--- src/rtl/pipe_stage_reg_pkg.sv ---
// Shared types and helpers for the pipe_stage_reg pipeline stage.
// Latency: n/a (types, constants and constant functions only).
// Backpressure: n/a.
package pipe_stage_reg_pkg;

  // Stage occupancy states; the encoding equals the number of held beats.
  typedef enum logic [1:0] {
    ST_EMPTY = 2'd0,
    ST_BUSY  = 2'd1,
    ST_FULL  = 2'd2
  } stage_state_e;

  localparam int unsigned OCC_W = 2;

  // Total bus width for a given lane count and lane width.
  function automatic int unsigned bus_width(input int unsigned lanes,
                                            input int unsigned bit_number);
    return lanes * bit_number;
  endfunction

  // Lowest bit index of a lane within the packed payload bus.
  function automatic int unsigned lane_lsb(input int unsigned lane,
                                           input int unsigned bit_number);
    return lane * bit_number;
  endfunction

  // Beats held in a given state.
  function automatic logic [OCC_W-1:0] occ_of(input stage_state_e s);
    logic [OCC_W-1:0] occ;
    case (s)
      ST_EMPTY: occ = 2'd0;
      ST_BUSY:  occ = 2'd1;
      ST_FULL:  occ = 2'd2;
      default:  occ = 2'd0;
    endcase
    return occ;
  endfunction

endpackage

--- src/rtl/pipe_stage_reg_register.sv ---
// Generic storage register with hold (freeze) control and async clear.
// Latency: 1 cycle from in to out when freeze=0.
// Backpressure: none; freeze=1 simply holds the stored value.
module pipe_stage_reg_register #(
  parameter int W = 32
) (
  input  logic [W-1:0] in,
  input  logic         rst,
  input  logic         clk,
  input  logic         freeze,
  output logic [W-1:0] out
);

  // Capture the input unless frozen; clear to zero on reset.
  always_ff @(posedge clk or negedge rst) begin
    if (!rst) begin
      out <= '0;
    end else if (!freeze) begin
      out <= in;
    end
  end

endmodule

--- src/rtl/pipe_stage_reg.sv ---
// Valid/ready pipeline register, optional skid entry (PIPE_STAGE_SKID_EN) for a registered in_ready.
// Latency: 1 cycle in_data -> out_data; holds up to 2 beats with skid, 1 without.
// Backpressure: freeze stalls both sides; flush kills held beats; in_ready drops when full.
import pipe_stage_reg_pkg::*;

module pipe_stage_reg #(
  parameter int BIT_NUMBER = 32,
  parameter int LANES      = 2
) (
  input  logic                          clk,
  input  logic                          rst,
  input  logic                          flush,
  input  logic                          freeze,
  input  logic                          in_valid,
  output logic                          in_ready,
  input  logic [LANES*BIT_NUMBER-1:0]   in_data,
  output logic                          out_valid,
  input  logic                          out_ready,
  output logic [LANES*BIT_NUMBER-1:0]   out_data,
  output logic [1:0]                    occupancy
);

  localparam int DATA_W = int'(bus_width(LANES, BIT_NUMBER));

  stage_state_e      state_q;
  stage_state_e      state_d;
  logic              in_fire;
  logic              out_fire;
  logic              main_ld;
  logic [DATA_W-1:0] main_d;
  logic [DATA_W-1:0] main_q;

  assign out_valid = (state_q != ST_EMPTY);
  assign occupancy = occ_of(state_q);
  assign out_data  = main_q;
  assign in_fire   = in_valid && in_ready;
  assign out_fire  = out_valid && out_ready && !freeze;

`ifdef PIPE_STAGE_SKID_EN
  logic              skid_ld;
  logic              main_from_skid;
  logic [DATA_W-1:0] skid_q;
  logic              rdy_q;

  // Acceptance is decided from next state so in_ready leaves a flop, gated only by freeze.
  always_ff @(posedge clk or negedge rst) begin
    if (!rst) begin
      rdy_q <= 1'b1;
    end else begin
      rdy_q <= (state_d != ST_FULL);
    end
  end

  assign in_ready = rdy_q && !freeze;
  assign main_d   = main_from_skid ? skid_q : in_data;

  pipe_stage_reg_register #(.W(DATA_W)) u_skid (
    .in     (in_data),
    .rst    (rst),
    .clk    (clk),
    .freeze (!skid_ld),
    .out    (skid_q)
  );
`else
  // Without a skid entry, a beat may enter only when the held one leaves this cycle.
  assign in_ready = (!out_valid || out_ready) && !freeze;
  assign main_d   = in_data;
`endif

  pipe_stage_reg_register #(.W(DATA_W)) u_main (
    .in     (main_d),
    .rst    (rst),
    .clk    (clk),
    .freeze (!main_ld),
    .out    (main_q)
  );

  // State register.
  always_ff @(posedge clk or negedge rst) begin
    if (!rst) begin
      state_q <= ST_EMPTY;
    end else begin
      state_q <= state_d;
    end
  end

  // Next state and storage load enables; flush wins, freeze already masks both fires.
  always_comb begin
    state_d = state_q;
    main_ld = 1'b0;
`ifdef PIPE_STAGE_SKID_EN
    skid_ld        = 1'b0;
    main_from_skid = 1'b0;
`endif
    if (flush) begin
      state_d = ST_EMPTY;
    end else begin
      case (state_q)
        ST_EMPTY: begin
          if (in_fire) begin
            state_d = ST_BUSY;
            main_ld = 1'b1;
          end
        end
        ST_BUSY: begin
          if (in_fire && out_fire) begin
            main_ld = 1'b1;
`ifdef PIPE_STAGE_SKID_EN
          end else if (in_fire) begin
            state_d = ST_FULL;
            skid_ld = 1'b1;
`endif
          end else if (out_fire) begin
            state_d = ST_EMPTY;
          end
        end
`ifdef PIPE_STAGE_SKID_EN
        ST_FULL: begin
          if (out_fire) begin
            state_d        = ST_BUSY;
            main_ld        = 1'b1;
            main_from_skid = 1'b1;
          end
        end
`endif
        default: state_d = ST_EMPTY;
      endcase
    end
  end

endmodule

--- config.mk ---
export PLATFORM = sky130hd
export DESIGN_NAME = pipe_stage_reg
export DESIGN_NICKNAME = d
export VERILOG_FILES = /design/src/rtl/pipe_stage_reg_pkg.sv /design/src/rtl/pipe_stage_reg_register.sv /design/src/rtl/pipe_stage_reg.sv
export SDC_FILE = /design/constraint.sdc
export NUM_CORES = 1
export LEC_CHECK = 0
export CAP_MARGIN = 10
export CORE_ASPECT_RATIO = 0.9
export CORE_MARGIN = 2
export CORE_UTILIZATION = 40
export CTS_BUF_LIST = sky130_fd_sc_hd__clkbuf_4 sky130_fd_sc_hd__clkbuf_8 sky130_fd_sc_hd__clkbuf_16
export DETAILED_ROUTE_END_ITERATION = 7
export HOLD_SLACK_MARGIN = 0.02
export PLACE_DENSITY = 0.79
export SLEW_MARGIN = 40
export SYNTH_ARGS = -nofsm -noshare
export SYNTH_HDL_FRONTEND = slang
export SYNTH_HIERARCHICAL = 1
export SYNTH_SLANG_ARGS = --single-unit
--- constraint.sdc ---
create_clock -name clk -period 1.9 [get_ports clk]
set_clock_uncertainty 0.1 [all_clocks]
set_input_delay 0.19 -clock clk [delete_from_list [all_inputs] [get_ports clk]]
set_output_delay 0.19 -clock clk [all_outputs]
set_load 0.05 [all_outputs]
==> metrics.cfg, run 1 <==
[status]
run_status = finished clean

[place]
dp_hpwl_mm = 4.23
dpl-instance-area_um2 = 4200
gp_congestion = 0.732
portBuffers = 136
dp_slack_ps = -129
dp_cells = 369

[cells_and_area]
diodes = 0
drive_above_1_share = 0.311
finalNonFillerCells = 386
fin_area_um2 = 4410
final_common_cell = clkdlybuf4s50_1
synthToLayoutAreaGrowth_pct = 59.3
layout_common_cells = 133 x clkdlybuf4s50_1, 64 x dfrtp_1, 60 x mux2_4
final_nets = 361
final_util = 0.666

[timing]
grt_setup_unrepaired = no
worst_pin_slew_ps = 530
max_freq_mhz = 550
finalCritPeriodShare = 0.957
finalCriticalPeriod_ps = 1820
setup_viol = 0
finalHoldViolCount = 0
setup_slack_ps = 81.0
finalMaxSlewViolations = 0
relSlewSlack = 0.646

[detailed_routing]
dr.pass1.iters = 4
detail_route.vias_per_cell = 4.51
drt_wl_total_mm = 6.07
antenna_left = 0
vias = 1742
wire_per_inst_um = 15.7
drt_iter0_markers = 48
drc = 0

[power_and_ir_drop]
p_leak_nw = 2.07
irDropWorstVdd_v = 0.000783
power_w = 0.00531
power.density_nw_per_um2 = 1210

[floorplanning]
fp.dieH_um = 82.9
core_um2 = 6620
dieArea_um2 = 7600
start_util = 0.418
rows = 28
pin_count = 138
die_x_um = 91.7

[worst_setup_path]
cp-end-kind = primary output
crit_buf_inv = 1
cp.required_ps = 1610
cp.depth = 1
worst_setup_path_start_kind = register
path_max_fanout = 4
reg2reg_depth = 4
critPathKind = register to primary output
crit_family = buffers and inverters
crit_chain = clkdlybuf4s50_1
cp.arrival_ps = 1530
cpMaxStageDelayCell = clkdlybuf4s50_1
critPathMaxStageDelay_ps = 810

[grt]
globalRouteTotalUtil = 0.170
antenna_found_initial = 0
grt_start_max_net_pins = 66
gr-total-overflow = 0
grt_pass1_wl_mm = 10.0
grt_pass1_vias = 1930

[logic_synthesis]
synth_top_area_share = 0.588
synth_area_leaders = dfrtp_1 59%, mux2_4 33%, buf_12 4.3%
synth-seq-cells = 65
avgSynthCellArea_um2 = 19.0
syn_nets = 216
syn_inst = 146
netlist_area_um2 = 2770
synth_cell_types = 14
synth_top_area_cell = dfrtp_1
seq_area_frac_synth = 0.588
yosysWarnings = 6

[clock_network]
root_buffer = clkbuf_8
clk_latency_ps = 330
clk_pin_slew_ps = 70
postCtsSetupBuffers = 0
clock_path_buffers = 2
cts.sinks = 65
ctsHtreeMaxLevel = 3
cts_tree = done
cts_buffers = 9

[run]
drv_cap = 0

[worst_hold_path]
hold_class = input pin to asynchronous set/reset pin

-- logic make-up (layout without fill, tap and decap cells) --
kind of cell           count (synthesis)  in the layout  synth area share
multiplexers                          64             64             0.342
buffers and inverters                 10            160            0.0542
flip-flops                            65             65             0.588
AND/OR/NAND/NOR                        5              5            0.0118
other                                  1              1           0.00135
AO/OA/AOI/OAI                          1              1           0.00317
-- cells in the mapped netlist --
master,count
and2b_2,1
buf_12,6
buf_4,2
buf_6,1
conb_1,1
dfrtp_1,65
inv_1,1
mux2_2,4
mux2_4,60
nand2b_1,1
nor2_1,1
nor2b_1,1
o32ai_1,1
or4_1,1
-- state kept, by name (all words and copies together) (netlist names) --
name	flops
state_q	1
u_main/out	64
-- metal layers --
metal / share of wire / vias to the layer above / GRT usage
met5: 0 / - / 0
met4: 0.0081 / 0 / 0.0455
met3: 0.090 / 5 / 0.0817
met2: 0.47 / 84 / 0.265
met1: 0.43 / 855 / 0.212
li1: - / 798 / -
-- where the power goes --
part	switching (W)	internal [W]
registers	0.000166	0.00167
logic	0.00132	0.000979
clock network	0.000527	0.000652
total	0.00202	0.00330
-- layout make-up --
type	instances	area, µm²
Clock buffer	11	145
Tap cell	90	113
Sequential cell	65	1630
Fill cell	477	2210
Clock inverter	5	55.1
Timing Repair Buffer	143	1460
Inverter	1	3.75
Multi-Input combinational cell	71	1000
-- per-stage QoR --
step	setup TNS [ps]	hold slack [ps]
CTS	0	299
global placement	-6440	134
global route	0	304
floorplan	-944	-206
finish	0	295
detailed placement	-7270	137
-- worst paths after layout --
kind,end,slack [ps],from
worst max-delay path,out_valid,80,state_q[0]
worst min-delay path,u_main/out[8],290,rst
worst max register to register,u_main/out[35],110,state_q[0]
worst min register to register,u_main/out[4],410,u_main/out[4]
max in group asynchronous,state_q[0],1110,rst
min in group clk,state_q[0],350,in_valid
-- repair_timing --
action | 4_1_cts | 5_1_grt
resized for setup | 0 | 1
setup endpoints to repair | 0 | 1
endpoints found under the hold margin | 65 | 0
hold buffers | 1 | 0
Note: power is estimated with default switching activity, not from simulation.
==> run 2: changes to the inputs <==
--- a/config.mk
+++ b/config.mk
@@ -5,7 +5,7 @@
 export SDC_FILE = /design/constraint.sdc
 export NUM_CORES = 1
 export LEC_CHECK = 0
-export CAP_MARGIN = 10
+export CAP_MARGIN = 20
 export CORE_ASPECT_RATIO = 0.9
 export CORE_MARGIN = 2
 export CORE_UTILIZATION = 40
==> results of run 2 <==
Final layout, timing and power as in run 1 (identical DEF).
==> run 3: changes to the inputs <==
--- a/config.mk
+++ b/config.mk
@@ -11,7 +11,7 @@
 export CORE_UTILIZATION = 40
 export CTS_BUF_LIST = sky130_fd_sc_hd__clkbuf_4 sky130_fd_sc_hd__clkbuf_8 sky130_fd_sc_hd__clkbuf_16
 export DETAILED_ROUTE_END_ITERATION = 7
-export HOLD_SLACK_MARGIN = 0.02
+export HOLD_SLACK_MARGIN = 0.15
 export PLACE_DENSITY = 0.79
 export SLEW_MARGIN = 40
 export SYNTH_ARGS = -nofsm -noshare
==> results of run 3 <==
Final layout, timing and power as in run 1 (identical DEF).
